===== src/rtl/pwm_pkg.sv =====
// Shared definitions for blocks that work in step with the 256-cycle PWM period.
package pwm_pkg;
  localparam int PWM_W      = 8;
  localparam int PWM_PERIOD = 256;
  localparam int DIV_W      = 4;

  typedef enum logic {
    IDLE,
    RAMP
  } ramp_state_e;
endpackage


===== src/rtl/pwm_duty_ramp_if.sv =====
// Target handshake, halt request and duty/status outputs of the duty ramp sequencer.
interface pwm_duty_ramp_if;
  import pwm_pkg::*;

  logic [PWM_W-1:0] target;
  logic             target_valid;
  logic             target_ready;
  logic             halt;
  logic [PWM_W-1:0] duty_out;
  logic             busy;
  logic             done;

  modport master (
    output target, target_valid, halt,
    input  target_ready, duty_out, busy, done
  );

  modport slave (
    input  target, target_valid, halt,
    output target_ready, duty_out, busy, done
  );
endinterface


===== src/rtl/pwm_period_tick.sv =====
// Free-running phase counter locked to the PWM generator, plus a DIV-period prescaler
// producing a boundary pulse every period and a step_tick pulse every DIV periods.
module pwm_period_tick
  import pwm_pkg::*;
#(
  parameter int DIV = 1
) (
  input  logic clk,
  input  logic rst_n,
  input  logic clear,
  output logic boundary,
  output logic step_tick
);

  localparam logic [PWM_W-1:0] PHASE_LAST = PWM_W'(PWM_PERIOD - 1);
  localparam logic [DIV_W-1:0] DIV_LAST   = DIV_W'(DIV - 1);

  logic [PWM_W-1:0] phase;
  logic [DIV_W-1:0] div_cnt;

  assign boundary  = (phase == PHASE_LAST);
  assign step_tick = boundary && (div_cnt == DIV_LAST);

  always_ff @(posedge clk or negedge rst_n) begin
    if (!rst_n) begin
      phase   <= '0;
      div_cnt <= '0;
    end else begin
      phase <= phase + 1'b1;
      if (clear) begin
        div_cnt <= '0;
      end else if (step_tick) begin
        div_cnt <= '0;
      end else if (boundary) begin
        div_cnt <= div_cnt + 1'b1;
      end
    end
  end

endmodule


===== src/rtl/pwm_duty_ramp.sv =====
// Soft-start / slew-limited duty sequencer driving a PWM generator's pwm_in.
// Optional macro PWM_RAMP_CLAMP_EN limits accepted targets (and so duty_out) to MAX_DUTY.
module pwm_duty_ramp
  import pwm_pkg::*;
#(
  parameter int STEP     = 1,
  parameter int DIV      = 1,
  parameter int MAX_DUTY = 255
) (
  input logic            clk,
  input logic            rst_n,
  pwm_duty_ramp_if.slave ctrl
);

  if (STEP < 1 || STEP > 255 || DIV < 1 || DIV > 16 || MAX_DUTY < 0 || MAX_DUTY > 255)
  begin : g_param_check
    $error("pwm_duty_ramp: parameter out of range");
  end

  localparam logic [PWM_W-1:0] STEP_8 = PWM_W'(STEP);
  localparam logic [PWM_W:0]   STEP_9 = (PWM_W + 1)'(STEP);

  function automatic logic [PWM_W-1:0] limit_target(input logic [PWM_W-1:0] t);
`ifdef PWM_RAMP_CLAMP_EN
    if (t > PWM_W'(MAX_DUTY)) return PWM_W'(MAX_DUTY);
`endif
    return t;
  endfunction

  ramp_state_e             state;
  logic        [PWM_W-1:0] duty;
  logic        [PWM_W-1:0] tgt;
  logic        [PWM_W-1:0] tgt_in;
  logic                    ready;
  logic                    busy;
  logic                    done;
  logic                    halt_pend;
  logic                    halt_now;
  logic                    accept;
  logic                    clear;
  logic                    boundary;
  logic                    step_tick;
  logic signed [PWM_W:0]   delta;
  logic        [PWM_W:0]   gap;
  logic                    last_step;

  assign accept   = ready && ctrl.target_valid;
  assign halt_now = halt_pend || ctrl.halt;
  assign tgt_in   = limit_target(ctrl.target);
  assign clear    = accept || (boundary && halt_now);

  // Distance to target in 9 bits; a step only moves by STEP when it cannot overshoot.
  assign delta     = $signed({1'b0, tgt}) - $signed({1'b0, duty});
  assign gap       = delta[PWM_W] ? $unsigned(-delta) : $unsigned(delta);
  assign last_step = (gap <= STEP_9);

  pwm_period_tick #(
    .DIV (DIV)
  ) u_tick (
    .clk       (clk),
    .rst_n     (rst_n),
    .clear     (clear),
    .boundary  (boundary),
    .step_tick (step_tick)
  );

  always_ff @(posedge clk or negedge rst_n) begin
    if (!rst_n) begin
      state     <= IDLE;
      ready     <= 1'b1;
      busy      <= 1'b0;
      done      <= 1'b0;
      halt_pend <= 1'b0;
      duty      <= '0;
      tgt       <= '0;
    end else begin
      done      <= 1'b0;
      halt_pend <= halt_now && !boundary;
      // A halt landing on a boundary wins over any step or same-cycle handshake.
      if (boundary && halt_now) begin
        duty  <= '0;
        tgt   <= '0;
        state <= IDLE;
        ready <= 1'b1;
        busy  <= 1'b0;
      end else begin
        case (state)
          IDLE: begin
            if (accept) begin
              tgt <= tgt_in;
              if (tgt_in != duty) begin
                state <= RAMP;
                ready <= 1'b0;
                busy  <= 1'b1;
              end else begin
                done <= 1'b1;
              end
            end
          end
          RAMP: begin
            if (step_tick) begin
              if (last_step) begin
                duty  <= tgt;
                done  <= 1'b1;
                state <= IDLE;
                ready <= 1'b1;
                busy  <= 1'b0;
              end else begin
                duty <= delta[PWM_W] ? duty - STEP_8 : duty + STEP_8;
              end
            end
          end
          default: state <= IDLE;
        endcase
      end
    end
  end

  assign ctrl.target_ready = ready;
  assign ctrl.duty_out     = duty;
  assign ctrl.busy         = busy;
  assign ctrl.done         = done;

endmodule

===== src/flat_wrapper.sv =====
// flat-port wrapper written by rule: the top's interface ports become plain ports
module pwm_duty_ramp_flat import pwm_pkg::*;
#(
  parameter int STEP     = 1,
  parameter int DIV      = 1,
  parameter int MAX_DUTY = 255
)
  (clk, rst_n, ctrl_target, ctrl_target_valid, ctrl_halt, ctrl_target_ready, ctrl_duty_out, ctrl_busy, ctrl_done);
  pwm_duty_ramp_if ctrl_i ();
  input logic clk;
  input logic rst_n;
  input wire logic [$bits(ctrl_i.target)-1:0] ctrl_target;
  input wire logic [$bits(ctrl_i.target_valid)-1:0] ctrl_target_valid;
  input wire logic [$bits(ctrl_i.halt)-1:0] ctrl_halt;
  output wire logic [$bits(ctrl_i.target_ready)-1:0] ctrl_target_ready;
  output wire logic [$bits(ctrl_i.duty_out)-1:0] ctrl_duty_out;
  output wire logic [$bits(ctrl_i.busy)-1:0] ctrl_busy;
  output wire logic [$bits(ctrl_i.done)-1:0] ctrl_done;
  assign ctrl_i.target = ctrl_target;
  assign ctrl_i.target_valid = ctrl_target_valid;
  assign ctrl_i.halt = ctrl_halt;
  assign ctrl_target_ready = ctrl_i.target_ready;
  assign ctrl_duty_out = ctrl_i.duty_out;
  assign ctrl_busy = ctrl_i.busy;
  assign ctrl_done = ctrl_i.done;
  pwm_duty_ramp #(.STEP(STEP), .DIV(DIV), .MAX_DUTY(MAX_DUTY)) u_core (.clk(clk), .rst_n(rst_n), .ctrl(ctrl_i));
endmodule

===== config.mk =====
export PLATFORM = sky130hd
export DESIGN_NAME = pwm_duty_ramp_flat
export DESIGN_NICKNAME = d
export VERILOG_FILES = /design/src/rtl/pwm_pkg.sv /design/src/rtl/pwm_duty_ramp_if.sv /design/src/rtl/pwm_period_tick.sv /design/src/rtl/pwm_duty_ramp.sv /design/src/flat_wrapper.sv
export SDC_FILE = /design/constraint.sdc
export NUM_CORES = 1
export LEC_CHECK = 0
export CAP_MARGIN = 20
export CELL_PAD_IN_SITES_DETAIL_PLACEMENT = 0
export CELL_PAD_IN_SITES_GLOBAL_PLACEMENT = 1
export CORE_AREA = 2 2 77 79
export CTS_BUF_LIST = sky130_fd_sc_hd__clkbuf_8
export DETAILED_ROUTE_END_ITERATION = 10
export DIE_AREA = 0 0 79 81
export PLACE_DENSITY = 0.88
export SLEW_MARGIN = 15
export SYNTH_ARGS = -nofsm -noshare
export SYNTH_HDL_FRONTEND = slang
export SYNTH_SLANG_ARGS = --single-unit

===== constraint.sdc =====
create_clock -name clk -period 4.4 [get_ports clk]
set_input_delay 0.88 -clock clk [delete_from_list [all_inputs] [get_ports clk]]
set_output_delay 0.88 -clock clk [all_outputs]
set_load 0.005 [all_outputs]

# Word-level counts from Yosys, hierarchy flattened

Cells that the tools add are included.

Input bits: 12
Register bits: 33
Output and inout port bits: 11
Word-level logic and storage cells: 75

Bitwise logic cells: 1
Reductions and logical operators: 15
Add/sub/neg operators: 6
Order comparisons: 1
Mux-type cells: 36
Eq/ne operators: 7

Operator list:

| operator              | number |
|---|---|
| $mux W8               | 8 |
| $mux W1               | 20 |
| $add A8 B1 Y8 const B | 2 |
| $mux W4               | 3 |
| $le A9 B1 Y1 const B  | 1 |
| $mux W9               | 1 |
| $neg A9 Y9            | 1 |
| $sub A8 B8 Y9         | 1 |
| $eq A8 B8 Y1 const B  | 1 |
| $ne A8 B8 Y1          | 1 |
| $pmux W1 S2           | 4 |
| $sub A8 B1 Y8 const B | 1 |
| $ne A3 B1 Y1 const B  | 2 |
| $ne A3 B3 Y1 const B  | 2 |
| $reduce_bool A2 Y1    | 3 |
| $add A4 B1 Y4 const B | 1 |
| $logic_and A1 B1 Y1   | 4 |
| $logic_not A4 Y1      | 1 |
| $reduce_and A2 Y1     | 2 |
| $reduce_and A4 Y1     | 1 |
| $reduce_bool A3 Y1    | 1 |
| $logic_or A1 B1 Y1    | 2 |
| $ne A2 B2 Y1 const B  | 1 |
| $logic_not A1 Y1      | 1 |
| $not A1 Y1            | 1 |

# Logic depth before layout (Yosys ltp)

Gate-level depths: netlist of the first run.

Depth in word-level cells: 8
Depth in mapped cells: 17
Mapped depth without buffers: 17

# Cells and area by module

Synthesis of the first run repeated with hierarchy kept, for this count alone.

Cell total of the unflattened synthesis: 286
Area, all modules: 2,578.7 um^2

By module, submodules not included:

| module          | sequential area each (um^2) | instances | area an instance (um^2) | cells each |
|---|---|---|---|---|
| pwm_duty_ramp   | 526.8                       | 1         | 2,000.7                 | 235 |
| pwm_period_tick | 300.3                       | 1         | 578.1                   | 51 |

# Worst setup path before layout of the first run

No wires, ideal clock.

Kind: register to register
Start: register u_core.duty[0] (netlist: u_core.ctrl.duty_out[0])
End: register u_core.duty[7] (netlist: u_core.ctrl.duty_out[7])
Setup time: 0.087 ns
Required time: 4.313 ns
Buffers on the path: 0
Arrival time: 3.738 ns
Period minus slack after synthesis: 3.825 ns
Path slack: 0.575 ns
Cell stages (with the launch flop): 17
Cell sequence: dfrtp_1 ha_1 inv_1 fa_1 a211o_1 and2_4 a221o_1 inv_1 ha_1 a21o_1 a21oi_1 o21bai_1 a2111oi_0 nor3_1 xnor2_1 nand3_1 o211ai_1

Longest elaborated chain between the ends: 8
Elaborated cells between the ends (all ways): 11
Classes of those cells: add/sub: 4; order compare: 1; mux: 6

RTL lines:

| what                   | line                 | RTL |
|---|---|---|
| from (decl)            | pwm_duty_ramp.sv:31  | `logic [PWM_W-1:0] duty;` |
| from (signal assigned) | pwm_duty_ramp.sv:103 | `duty <= tgt;` |
| from (signal assigned) | pwm_duty_ramp.sv:109 | `duty <= delta[PWM_W] ? duty - STEP_8 : duty + STEP_8;` |
| $sub A8 B8 Y9          | pwm_duty_ramp.sv:53  | `assign delta = $signed({1'b0, tgt}) - $signed({1'b0, duty});` |
| $neg A9 Y9             | pwm_duty_ramp.sv:54  | `assign gap = delta[PWM_W] ? $unsigned(-delta) : $unsigned(delta);` |
| $mux W9                | pwm_duty_ramp.sv:54  |  |
| $le A9 B1 Y1           | pwm_duty_ramp.sv:55  | `assign last_step = (gap <= STEP_9);` |
| $mux W8 (*)            | pwm_duty_ramp.sv:102 | `if (last_step) begin` |
| $mux W8 (*)            | pwm_duty_ramp.sv:101 | `if (step_tick) begin` |
| $mux W8 (*)            | pwm_duty_ramp.sv:87  | `case (state)` |
| $mux W8 (*)            | pwm_duty_ramp.sv:80  | `if (boundary && halt_now) begin` |

Mark *: on every way between the ends. The rest lies on a longest branch, timed or not. The select of a mux whose other input is x is not followed.
A chain may end at the register's enable or synchronous reset.

# Worst setup path in the final report of the first run

Ends and elaborated chain as after synthesis.

==> parameters.txt, run 1 <==
Parameter                              Value

Clock network
  Clock root buffer ... sky130_fd_sc_hd__clkbuf_8
  Sinks on Clock Net ... 33
  Total clock buffers created by CTS ... 5
  Longest Clk Path Bufs ... 2
  Clock H-tree levels ... 2
  Clock latency on the worst-skew pair ... 0.28 ns
  Setup Fix Bufs, Post-CTS ... 0
  Total of hold buffers inserted after clock tree synthesis ... 0
  CTS tree ... done
  Clock-pin transition on the worst setup and hold timing paths ... ~0.07 ns
  Resized Gates After CTS ... 0

Run
  # Max-Cap Violations ... 0

STA
  Maximum operating frequency ... 245 MHz
  Post-layout minimum cycle time ... 4.08 ns
  Setup Total Neg Slack ... 0 ns
  Final setup fails ... 0
  Final worst-path cycle share ... 92.7%
  Tightest Pin Transition ... 0.850 ns
  Final setup skew ... 0.00947 ns
  Total count of max-transition violations in the final report ... 0
  Setup repair after global routing missed its margin ... no
  Least setup slack across all paths after layout ... between 0.3 and 0.4 ns
  Relative slew slack ... 43.1%
  Final Hold Vio Count ... 0

Critical path
  Register-to-register setup slack ... 0.32 ns
  Family of cells with the greatest summed delay on the critical path ... compound AO/OA/AOI/OAI gates
  Critical path capture point type ... register
  Worst endpoint required time ... about 4.6 ns
  Number of cell instances on the worst register-to-register path ... 16
  Startpoint kind of the worst setup timing path ... register
  Critical Path Stages ... 16
  Arrival time at the worst endpoint ... roughly 4.3 ns
  Critical Path Max Stage Delay ... 0.49 ns
  Largest fanout on the critical path ... 8
  Bufs and invs on worst path ... 3
  Launch point of the critical path ... u_core.ctrl.duty_out[0]
  Startpoint of the lowest-slack register-to-register path ... u_core.ctrl.duty_out[0]
  Cell type of the slowest stage on the worst timing path ... sky130_fd_sc_hd__dfrtp_1
  Critical path type ... reg -> reg
  List of cells traversed by the critical path ... ha_1 -> inv_1 -> fa_1 -> a211o_1 -> and2_4 -> a221o_1 -> inv_1 -> buf_4 -> ha_1 -> a21oi_1 -> o21bai_1 -> a2111oi_0 -> nor3_1 -> xnor2_1 -> nand3_1 -> o211ai_1

Synthesis
  Sequential cell area fraction in the yosys report ... about a third
  Most used standard cell by instance count after synthesis ... sky130_fd_sc_hd__dfrtp_1
  Post-synthesis instance area ... 0.00250 mm^2
  Top post-synthesis cells by area ... sky130_fd_sc_hd__dfrtp_1 32%, sky130_fd_sc_hd__ha_1 9.0%, sky130_fd_sc_hd__xnor2_1 7.0%
  Fraction of post-synthesis cell area in the top cell type by area ... 32.0%
  Post-synth top cells ... 32 x sky130_fd_sc_hd__dfrtp_1, 24 x sky130_fd_sc_hd__a21oi_1, 24 x sky130_fd_sc_hd__nand2_1, 20 x sky130_fd_sc_hd__xnor2_1, 19 x sky130_fd_sc_hd__inv_1
  Asr flop ratio synth ... 100%
  Synthesized Nets ... 317
  Synthesized netlist cell count ... 285
  Synth warnings ... 0
  Leading register cell type out of synthesis ... sky130_fd_sc_hd__dfrtp_1
  Register bit count reported by yosys ... 33
  Number of enable flip-flop cells after synthesis ... 0
  Number of library cell types mapped by synthesis ... 55
  Synthesized area per cell ... 8.77 um^2
  Largest area contributor in the netlist ... sky130_fd_sc_hd__dfrtp_1

Detailed routing
  Via density per instance ... 5.64
  Wire per inst ... about 15 um
  Violation count after the first detailed-routing iteration ... around 130
  Total routed wirelength ... between 5000 and 6000 um
  Post-DRT Antenna Nets ... 0
  DRC violation count after routing ... 0
  Vias after detailed routing ... 2173
  Detailed Routing Iterations Pass 1 ... 4

Layout
  Synthesis-to-finish area growth ... 15.1%
  Final layout net count ... 341
  Antenna cells ... 0
  Multi-input gate area in the final layout ... 0.00155 mm^2
  Number of fill cells ... between 500 and 600
  Filler-free cell count of the finished design ... 385
  Fraction of final layout cells with drive strength greater than 1 ... 6.45%
  Reg area ... 827 um^2

Floorplanning
  Die outline width ... 79 um
  Starting density of the core ... 44.0%
  Number of rows in the core area ... 28
  Boundary pin count ... 23
  Floorplan die height ... between 80 and 90 um
  Area of the placeable core ... 0.00568 mm^2
  Die area ... 0.00640 mm^2

GRT
  Antenna violations before repair ... 0
  Largest net degree at the start of global routing ... 34
  Overflow after GRT ... 0
  Via count of the first global-routing pass ... 1983
  Wire length of the first global-routing pass ... 9660 um
  GRT Total Usage ... 19.0%

Power
  Total power draw ... 1100 uW
  Static Leak ... 0.00120 uW
  Power per cell area ... 384 mW/mm^2
  Worst ir drop on vdd ... 0.000223 V

Worst hold path
  Path type of the worst min-delay path ... reg -> reg
  Instance count along the most critical hold path ... 1
  Start point of the worst hold path ... u_core.u_tick.phase[4]

Place
  Half-perimeter wire length after placement ... 4440 um
  Quantity of I/O buffers inserted on ports ... 22
  Cell count after placement ... around 380
  Worst-case setup slack after placement ... between 0.3 and 0.4 ns
  Final RePlAce weighted congestion ... 0.880

Outcome
  Result of the run ... complete, no violations
## placed cells by master (no fill, tap or decap), drive strengths merged, types with 15 or more instances in the layout
cell type      Yosys  routed
nor2              18      18
inv               19      19
xnor2             20      20
nand3             18      18
dfrtp             32      32
ha                18      18
a21oi             24      24
nand2             24      24
clkdlybuf4s50      0      22
o21ai             15      15
## worst reg2reg max path, stage by stage, from the launching register on
cell	delay (ns)
sky130_fd_sc_hd__dfrtp_1	0.49
sky130_fd_sc_hd__ha_1	0.24
sky130_fd_sc_hd__inv_1	0.06
sky130_fd_sc_hd__fa_1	0.45
sky130_fd_sc_hd__a211o_1	0.33
sky130_fd_sc_hd__and2_4	0.16
sky130_fd_sc_hd__a221o_1	0.36
sky130_fd_sc_hd__inv_1	0.15
sky130_fd_sc_hd__buf_4	0.17
sky130_fd_sc_hd__ha_1	0.27
sky130_fd_sc_hd__a21oi_1	0.22
sky130_fd_sc_hd__o21bai_1	0.12
sky130_fd_sc_hd__a2111oi_0	0.42
sky130_fd_sc_hd__nor3_1	0.13
sky130_fd_sc_hd__xnor2_1	0.18
sky130_fd_sc_hd__nand3_1	0.09
sky130_fd_sc_hd__o211ai_1	0.18
## layout make-up
cell class | count | area share (%)
Tap cell | 75 | 3.26
Timing Repair Buffer | 25 | 8.44
Multi-Input combinational cell | 225 | 54.0
Clock inverter | 3 | 0.609
Sequential cell | 33 | 28.8
Clock buffer | 5 | 2.39
Inverter | 19 | 2.48
## report_power, final
group / switching (uW) / total, uW / internal (uW)
clock network: 114 / 223 / 109
registers: 19.3 / 342 / 323
logic: 311 / 539 / 228
total: 444 / 1100 / 660
## per-stage QoR
step	area [um^2]	hold slack, ns	util, %
floorplan	2500	0.443	-
global placement	2790	0.461	49.1
detailed placement	2790	0.467	49.1
CTS	2880	0.480	50.7
global route	2880	0.498	50.7
finish	2880	0.476	50.7
## cells by family (layout without fill, tap and decap cells)
logic type	count (synthesis)	after routing	share of synthesized area [%]
and+or+nand+nor	100	100	21.1
AOI/OAI and AO/OA	78	78	20.9
DFF	33	33	33.1
buffers and inverters	27	52	4.71
xor gates and xnor gates	26	26	9.11
adders and majority gates	20	20	10.6
muxes	1	1	0.401
## final timing paths
path,to
worst max-delay path,u_core.ctrl.duty_out[7]
worst min-delay path,u_core.u_tick.phase[4]
worst max register to register,u_core.ctrl.duty_out[7]
worst min register to register,u_core.u_tick.phase[4]
max in group asynchronous,u_core.ctrl.target_ready
min in group asynchronous,u_core.u_tick.phase[6]
## flip-flops by register name, summed over array words and instances, names as in the netlist
register and cells:
u_core.ctrl.duty_out 8, u_core.state 1, u_core.ctrl.busy 1, u_core.halt_pend 1
u_core.u_tick.phase 8, u_core.u_tick.div_cnt 4, u_core.ctrl.target_ready 1, u_core.tgt 8
u_core.ctrl.done 1
## per-layer routing
| metal | vias up | routed length, um | GRT usage [%] |
|---|---|---|---|
| met2 | 51 | 2730 | 29.8 |
| met3 | 2 | 240 | 3.33 |
| li1 | 1081 | - | - |
| met4 | 0 | 14 | 3.28 |
| met1 | 1039 | 2860 | 27.9 |
| met5 | - | 0 | 0 |
(Power assumes the default switching activity.)
==> run 2, diff against run 1 <==
--- a/config.mk
+++ b/config.mk
@@ -13,6 +13,7 @@
 export DETAILED_ROUTE_END_ITERATION = 10
 export DIE_AREA = 0 0 79 81
 export PLACE_DENSITY = 0.88
+export SETUP_SLACK_MARGIN = 0.05
 export SLEW_MARGIN = 15
 export SYNTH_ARGS = -nofsm -noshare
 export SYNTH_HDL_FRONTEND = slang
==> run 2 against run 1 <==
  * Worst hold slack hardly changed
  * Sequential share of layout area hardly changed
  * Global-route usage stayed put
  * Core utilization hardly changed
  * Largest power group unchanged
==> parameters.txt, run 2 (synthesized netlist as in run 1, its figures left out) <==
Parameter                              Value

Power
  Static Leak ... 0.00120 uW (about the same)
  Power per cell area ... 384 mW/mm^2 (about the same)
  Worst ir drop on vdd ... 0.000223 V (about the same)

Clock network
  Longest Clk Path Bufs ... 2 (unchanged)
  CTS tree ... done (unchanged)
  Resized Gates After CTS ... 0 (unchanged)
  Clock-pin transition on the worst setup and hold timing paths ... 0.07 ns (about the same)
  Clock H-tree levels ... 2 (unchanged)
  Total clock buffers created by CTS ... 5 (unchanged)
  Clock latency on the worst-skew pair ... 0.28 ns (about the same)
  Total of hold buffers inserted after clock tree synthesis ... 0 (unchanged)
  Setup Fix Bufs, Post-CTS ... 0 (unchanged)
  Sinks on Clock Net ... 33 (unchanged)
  Clock root buffer ... sky130_fd_sc_hd__clkbuf_8 (unchanged)

Layout
  Final layout net count ... 341 (unchanged)
  Filler-free cell count of the finished design ... 385 (unchanged)
  Fraction of final layout cells with drive strength greater than 1 ... 6.45% (unchanged)
  Non-Filler Cell Area, Final ... 0.00288 mm^2 (about the same)
  Most frequent cells in the layout ... 32 x sky130_fd_sc_hd__dfrtp_1, 24 x sky130_fd_sc_hd__a21oi_1, 24 x sky130_fd_sc_hd__nand2_1 (unchanged)
  Number of fill cells ... 558 (unchanged)
  Antenna cells ... 0 (unchanged)
  Commonest non-fill, non-tap cell in the layout ... sky130_fd_sc_hd__dfrtp_1 (unchanged)
  Synthesis-to-finish area growth ... 15.1% (about the same)

Detailed routing
  Total routed wirelength ... 5860 um (was 5850 um)
  DRC violation count after routing ... 0 (unchanged)
  Post-DRT Antenna Nets ... 0 (unchanged)
  Via density per instance ... 5.64 (about the same)
  Violation count after the first detailed-routing iteration ... 138 (was 133)
  Vias after detailed routing ... 2170 (was 2173)
  Wire per inst ... 15.2 um (about the same)
  Detailed Routing Iterations Pass 1 ... 4 (unchanged)

GRT
  Overflow after GRT ... 0 (unchanged)
  Wire length of the first global-routing pass ... 9660 um (unchanged)
  Via count of the first global-routing pass ... 1983 (unchanged)
  Antenna violations before repair ... 0 (unchanged)
  Largest net degree at the start of global routing ... 34 (unchanged)
  GRT Total Usage ... 19.0% (unchanged)

Critical path
  Critical path capture point type ... register (unchanged)
  Critical path type ... reg -> reg (unchanged)
  Number of cell instances on the worst register-to-register path ... 16 (unchanged)
  Largest fanout on the critical path ... 8 (unchanged)
  Worst endpoint required time ... 4.60 ns (about the same)
  Arrival time at the worst endpoint ... 4.29 ns (was 4.28 ns)
  Startpoint kind of the worst setup timing path ... register (unchanged)

Place
  Post-placement cell area ... 0.00279 mm^2 (unchanged)
  Cell count after placement ... 377 (unchanged)
  Half-perimeter wire length after placement ... 4440 um (unchanged)
  Final RePlAce weighted congestion ... 0.880 (unchanged)
  Quantity of I/O buffers inserted on ports ... 22 (unchanged)

Floorplanning
  Number of rows in the core area ... 28 (unchanged)
  Die area ... 0.00640 mm^2 (unchanged)
  Starting density of the core ... 44.0% (unchanged)
  Area of the placeable core ... 0.00568 mm^2 (unchanged)
  Boundary pin count ... 23 (unchanged)
  Die outline width ... 79 um (unchanged)
  Floorplan die height ... 81 um (unchanged)

STA
  Setup repair after global routing missed its margin ... no (unchanged)
  Final setup skew ... 0.00934 ns (was 0.00947 ns)
  Final setup fails ... 0 (unchanged)
  Total count of max-transition violations in the final report ... 0 (unchanged)
  Worst Hold Slack ... 0.476 ns (about the same)
  Final Hold Vio Count ... 0 (unchanged)
  Tightest Pin Transition ... 0.837 ns (was 0.850 ns)
  Setup Total Neg Slack ... 0 ns (unchanged)
  Final worst-path cycle share ... 92.8% (was 92.7%)
  Relative slew slack ... 44.0% (was 43.1%)
  Post-layout minimum cycle time ... 4.08 ns (about the same)
  Maximum operating frequency ... 245 MHz (about the same)

Worst hold path
  Instance count along the most critical hold path ... 1 (unchanged)
  Path type of the worst min-delay path ... reg -> reg (unchanged)

Run
  # Max-Cap Violations ... 0 (unchanged)

Outcome
  Result of the run ... complete, no violations (unchanged)
-- run 2: cell counts in the layout (fill, tap and decap cells not counted) --
Identical to the previous run, type by type.
-- run 2: final timing paths --
kind | from | endpoint | slack [ns]
min reg2reg | u_core.u_tick.phase[4] | u_core.u_tick.phase[4] | 0.48
min in group asynchronous | rst_n | u_core.u_tick.phase[6] | 1.00
min | u_core.u_tick.phase[4] | u_core.u_tick.phase[4] | 0.48
max reg2reg | u_core.ctrl.duty_out[0] | u_core.ctrl.duty_out[7] | 0.32
max | u_core.ctrl.duty_out[0] | u_core.ctrl.duty_out[7] | 0.32
max in group asynchronous | rst_n | u_core.ctrl.target_ready | 3.07
-- run 2: through the flow --
stage	utilization (%)	total power, uW	worst slack, ns
floorplan	-	745	0.575
global placement	49.1	878	0.480
detailed placement	49.1	877	0.350
CTS	50.7	1100	0.330
global route	50.7	1180	0.0749
finish	50.7	1110	0.316
-- run 2: critical path, stage by stage, from the launching register on --
cell and delay, ns:
sky130_fd_sc_hd__dfrtp_1 0.49, sky130_fd_sc_hd__ha_1 0.24, sky130_fd_sc_hd__inv_1 0.06, sky130_fd_sc_hd__fa_1 0.45, sky130_fd_sc_hd__a211o_1 0.33, sky130_fd_sc_hd__and2_4 0.16
sky130_fd_sc_hd__a221o_1 0.36, sky130_fd_sc_hd__inv_1 0.15, sky130_fd_sc_hd__buf_4 0.17, sky130_fd_sc_hd__ha_1 0.27, sky130_fd_sc_hd__a21oi_1 0.22, sky130_fd_sc_hd__o21bai_1 0.12
sky130_fd_sc_hd__a2111oi_1 0.42, sky130_fd_sc_hd__nor3_1 0.13, sky130_fd_sc_hd__xnor2_1 0.18, sky130_fd_sc_hd__nand3_1 0.09, sky130_fd_sc_hd__o211ai_1 0.18
-- run 2: cell type report --
cell class                      instances  area, um^2  share of cell area (%)
Sequential cell                        33         827                    28.8
Inverter                               19        71.3                    2.48
Multi-Input combinational cell        225        1560                    54.1
Tap cell                               75        93.8                    3.26
Timing Repair Buffer                   25         243                    8.44
Clock inverter                          3        17.5                   0.609
Clock buffer                            5        68.8                    2.39
-- run 2: report_power, final --
| group | internal (uW) | switching (uW) | leakage, uW |
|---|---|---|---|
| registers | 323 | 19.0 | 0.000419 |
| clock network | 109 | 114 | 0.0000439 |
| logic | 228 | 312 | 0.000734 |
-- run 2: per-layer routing --
metal | track usage (%) | vias to the layer above | routed length, um
met1 | 27.9 | 1033 | 2890
met3 | 3.33 | 2 | 239
met5 | 0 | - | 0
met4 | 3.28 | 0 | 14
met2 | 29.8 | 51 | 2710
li1 | - | 1084 | -
==> run 3, diff against run 2 <==
--- a/config.mk
+++ b/config.mk
@@ -12,6 +12,7 @@
 export CTS_BUF_LIST = sky130_fd_sc_hd__clkbuf_8
 export DETAILED_ROUTE_END_ITERATION = 10
 export DIE_AREA = 0 0 79 81
+export MAX_ROUTING_LAYER = met4
 export PLACE_DENSITY = 0.88
 export SETUP_SLACK_MARGIN = 0.05
 export SLEW_MARGIN = 15
==> run 3 against run 2 <==
  * First-iteration DRC count rose by 18%
  * Critical path depth unchanged
  * Combinational power hardly changed
  * Cell area unchanged
  * Cell count did not move
  * Highest routed layer unchanged
  * Maximum frequency increased by 0.34%
  * Sequential share of layout area stayed put
  * Worst hold slack about the same
  * Wire length up 0.41%
  * Via count increased by 0.60%
  * Clock skew about the same
==> parameters.txt, run 3 (synthesized netlist as in run 1, its figures left out) <==
Parameter                              Value

Outcome
  Result of the run ... complete, no violations (unchanged)

Layout
  Non-Filler Cell Area, Final ... 0.00288 mm^2 (unchanged)
  Antenna cells ... 0 (unchanged)
  Commonest non-fill, non-tap cell in the layout ... sky130_fd_sc_hd__dfrtp_1 (unchanged)
  Most frequent cells in the layout ... 32 x sky130_fd_sc_hd__dfrtp_1, 24 x sky130_fd_sc_hd__a21oi_1, 24 x sky130_fd_sc_hd__nand2_1 (unchanged)
  Synthesis-to-finish area growth ... 15.1% (unchanged)
  Fraction of final layout cells with drive strength greater than 1 ... 6.45% (unchanged)
  Final layout net count ... 341 (unchanged)

Critical path
  Critical path capture point type ... register (unchanged)
  Critical path type ... reg -> reg (unchanged)
  List of cells traversed by the critical path ... ha_1 -> inv_1 -> fa_1 -> a211o_1 -> and2_4 -> a221o_1 -> inv_1 -> buf_4 -> ha_1 -> a21oi_1 -> o21bai_1 -> a2111oi_1 -> nor3_1 -> xnor2_1 -> nand3_1 -> o211ai_1 (unchanged)
  Arrival time at the worst endpoint ... 4.27 ns (was 4.29 ns)
  Family of cells with the greatest summed delay on the critical path ... compound AO/OA/AOI/OAI gates (unchanged)
  Critical Path Stages ... 16 (unchanged)
  Worst endpoint required time ... 4.60 ns (about the same)
  Startpoint kind of the worst setup timing path ... register (unchanged)
  Critical Path Max Stage Delay ... 0.49 ns (about the same)
  Cell type of the slowest stage on the worst timing path ... sky130_fd_sc_hd__dfrtp_1 (unchanged)
  Bufs and invs on worst path ... 3 (unchanged)
  Number of cell instances on the worst register-to-register path ... 16 (unchanged)
  Largest fanout on the critical path ... 8 (unchanged)

Clock network
  Clock H-tree levels ... 2 (unchanged)
  Sinks on Clock Net ... 33 (unchanged)
  Total clock buffers created by CTS ... 5 (unchanged)
  CTS tree ... done (unchanged)
  Clock root buffer ... sky130_fd_sc_hd__clkbuf_8 (unchanged)
  Longest Clk Path Bufs ... 2 (unchanged)
  Setup Fix Bufs, Post-CTS ... 0 (unchanged)
  Clock latency on the worst-skew pair ... 0.28 ns (about the same)
  Total of hold buffers inserted after clock tree synthesis ... 0 (unchanged)
  Clock-pin transition on the worst setup and hold timing paths ... 0.07 ns (about the same)

Detailed routing
  Detailed Routing Iterations Pass 1 ... 4 (unchanged)
  Vias after detailed routing ... 2183 (was 2170)
  Total routed wirelength ... 5880 um (was 5860 um)
  DRC violation count after routing ... 0 (unchanged)
  Via density per instance ... 5.67 (was 5.64)
  Violation count after the first detailed-routing iteration ... 163 (was 138)
  Wire per inst ... 15.3 um (was 15.2 um)
  Post-DRT Antenna Nets ... 0 (unchanged)

Power
  Total power draw ... 1110 uW (about the same)
  Power per cell area ... 385 mW/mm^2 (was 384 mW/mm^2)
  Worst ir drop on vdd ... 0.000223 V (about the same)
  Static Leak ... 0.00120 uW (unchanged)

Floorplanning
  Boundary pin count ... 23 (unchanged)
  Number of rows in the core area ... 28 (unchanged)
  Die area ... 0.00640 mm^2 (unchanged)
  Floorplan die height ... 81 um (unchanged)
  Starting density of the core ... 44.0% (unchanged)
  Die outline width ... 79 um (unchanged)
  Area of the placeable core ... 0.00568 mm^2 (unchanged)

GRT
  Overflow after GRT ... 0 (unchanged)
  Largest net degree at the start of global routing ... 34 (unchanged)
  GRT Total Usage ... 19.5% (was 19.0%)
  Antenna violations before repair ... 0 (unchanged)
  Wire length of the first global-routing pass ... 9660 um (unchanged)
  Via count of the first global-routing pass ... 1982 (was 1983)

Worst hold path
  Path type of the worst min-delay path ... reg -> reg (unchanged)
  Instance count along the most critical hold path ... 1 (unchanged)

STA
  Final setup fails ... 0 (unchanged)
  Setup repair after global routing missed its margin ... no (unchanged)
  Final worst-path cycle share ... 92.5% (was 92.8%)
  Worst Hold Slack ... 0.476 ns (about the same)
  Total count of max-transition violations in the final report ... 0 (unchanged)
  Final setup skew ... 0.00970 ns (was 0.00934 ns)
  Tightest Pin Transition ... 0.861 ns (was 0.837 ns)
  Setup Total Neg Slack ... 0 ns (unchanged)
  Post-layout minimum cycle time ... 4.07 ns (was 4.08 ns)
  Relative slew slack ... 42.4% (was 44.0%)
  Maximum operating frequency ... 246 MHz (was 245 MHz)
  Final Hold Vio Count ... 0 (unchanged)

Place
  Post-placement cell area ... 0.00279 mm^2 (unchanged)
  Quantity of I/O buffers inserted on ports ... 22 (unchanged)
  Final RePlAce weighted congestion ... 0.894 (was 0.880)
  Half-perimeter wire length after placement ... 4440 um (unchanged)

Run
  # Max-Cap Violations ... 0 (unchanged)
run 3: cell type report:
type | count | area, um^2
Multi-Input combinational cell | 225 | 1560
Timing Repair Buffer | 25 | 243
Clock inverter | 3 | 17.5
Sequential cell | 33 | 827
Clock buffer | 5 | 68.8
Inverter | 19 | 71.3
Fill cell | 558 | 2800
Tap cell | 75 | 93.8
run 3: where the power goes:
group          switching [uW]  total [uW]  internal [uW]
registers                19.3         342            323
clock network             115         224            109
logic                     312         540            228
total                     446        1110            660
run 3: layer usage:
layer / vias to the layer above / part of all wire [%] / GRT usage, %
li1: 1079 / - / -
met1: 1030 / 48 / 27.6
met2: 67 / 46 / 30.1
met3: 7 / 4.7 / 3.33
met4: 0 / 0.56 / 3.28
met5: - / 0 / -
run 3: path summary, 6_finish.rpt:
kind,start,end,slack [ns]
setup reg to reg,u_core.ctrl.duty_out[0],u_core.ctrl.duty_out[7],0.33
hold / removal,u_core.u_tick.phase[4],u_core.u_tick.phase[4],0.48
max in group asynchronous,rst_n,u_core.ctrl.target_ready,3.08
min in group asynchronous,rst_n,u_core.u_tick.div_cnt[0],1.00
setup / recovery,u_core.ctrl.duty_out[0],u_core.ctrl.duty_out[7],0.33
hold reg to reg,u_core.u_tick.phase[4],u_core.u_tick.phase[4],0.48
run 3: repair_timing:
item                                    4_1_cts  5_1_grt
endpoints found under the setup margin        0        1
endpoints found under the hold margin         0        0
gates resized for setup                       0        1
run 3: through the flow:
| step | std cells | setup slack (ns) | util, % |
|---|---|---|---|
| 3_3_place_gp | 377 | 0.480 | 49.1 |
| 2_1_floorplan | 285 | 0.575 | - |
| 4_1_cts | 385 | 0.330 | 50.7 |
| 6_report | 385 | 0.330 | 50.7 |
| 3_5_place_dp | 377 | 0.350 | 49.1 |
| 5_1_grt | 385 | 0.0753 | 50.7 |
==> patch, RTL diff (settings of run 2) <==
Change the package constant `PWM_PERIOD` from 256 to 192.
--- a/src/rtl/pwm_pkg.sv
+++ b/src/rtl/pwm_pkg.sv
@@ -2,5 +2,5 @@
 package pwm_pkg;
   localparam int PWM_W      = 8;
-  localparam int PWM_PERIOD = 256;
+  localparam int PWM_PERIOD = 192;
   localparam int DIV_W      = 4;
 
Formal check against the unedited RTL: no difference found for any inputs over 10 cycles, from zero or initial values and one cycle with rst_n low; that may be too few to reach the edited logic, so the function may still have changed.
==> patch against run 2 <==
Maximum frequency grew 3.5%; total power grew 1.1%; critical endpoint unchanged; largest cell class unchanged; utilization shrank 0.40 points; highest routed layer unchanged; synthesized area shrank 0.60%; sequential cell count is the same; routed wire length shrank 0.12%; setup slack gained 140 ps; cell area shrank 0.78%; critical path type unchanged.
==> patch: results (changes against run 2) <==
outcome: "finished clean"
met2_wirelength_um: 2799  # +3.3%
crit_arrival_ps: 4140  # -150 ps
dr.first_iter.drc_count: 91  # -34%
synth-seq-area-share: 0.3330  # +0.002001
routedWlPerCell_um: 15.32  # +0.66%
grt_use_met1: 0.2516  # -0.02705
hold_slack_ps: 483.6  # +7.670 ps
synth_mux_area_frac: 0.004030  # +0.00002422
holdPathEnd: "u_core.u_tick.phase[0]"
post-route-period-util: 0.8972  # -0.03100
leakage_nw: 1.207  # +0.83%
ys_types: 56  # +1.8%
finalClockSkew_ps: 6.883  # -2.458 ps
syn_area_per_cell_um2: 8.807  # +0.46%
wl_met3_um: 263  # +10%
fin_cells: 382  # -0.78%
grt_pass1_wl_um: 9942  # +2.9%
grt_pass1_vias: 2104  # +6.1%
fin_nets: 338  # -0.88%
grt_usage: 0.1968  # +0.006881
synth_common_cells: "dfrtp_1, nand2_1, a21oi_1"
wl_met1_um: 2678  # -7.4%
reg2reg_slack_ps: 450  # +140 ps
synth_fp_nets: 314  # -0.95%
hpwl_um: 4505  # +1.4%
diodes: 0  # unchanged
drive_gt1_frac: 0.06189  # -0.002627
placed_area_um2: 2769  # -0.72%
tightestPinTransition_ps: 1065  # +228.1 ps
n_fill_cell: 559  # +0.18%
dp_slack_ps: 301.8  # -48.10 ps
vdd_drop_max_mv: 0.2193  # -1.7%
vias_per_cell: 5.675  # +0.69%
slowest_stage: "fa_1"
critPathMaxStageDelay_ps: 450  # -40 ps
gr-usage-met2: 0.3331  # +0.03475
crit_path_start: "u_core.tgt[0]"
synthAdderAreaFrac: 0.1068  # +0.0006418
hold_start: "u_core.u_tick.phase[0]"
ys_top_cells_by_area: "dfrtp_1, ha_1, xnor2_1"
synth_xor_area_frac: 0.09521  # +0.004077
grt_util_met3: 0.04333  # +0.01000
reg2reg_depth: 17  # +1
switching_share: 0.4091  # +0.006444
dp.cells: 374  # -0.80%
-- patch: cell types whose count changed after synthesis, sizes merged, moves of 2 or more --
cell / delta
nor3: -3
nand2: +3
a311oi: -2
clkbuf: -2
a21oi: +2
nand3: -3
and3: -4
-- patch: final cells by class --
type / count / area (um^2) / area share
clock buffers: 5 / 68.82 / 0.02411
flip-flops and latches: 33 / 828.3 / 0.2902
clock inverters: 3 / 13.76 / 0.004822
repair buffers: 24 / 235.2 / 0.08242
inverters: 19 / 71.32 / 0.02499
well taps: 75 / 93.84 / 0.03288
multi-input cells: 223 / 1543 / 0.5406
-- patch: power by group through the flow --
| stage | Sequential, mW | Clock (mW) | Combinational, mW |
|---|---|---|---|
| 2_1_floorplan | 0.343 | 0 | 0.442 |
| 3_3_place_gp | 0.350 | 0 | 0.548 |
| 3_5_place_dp | 0.350 | 0 | 0.552 |
| 4_1_cts | 0.345 | 0.216 | 0.553 |
| 5_1_grt | 0.348 | 0.229 | 0.626 |
| 6_report | 0.345 | 0.213 | 0.560 |
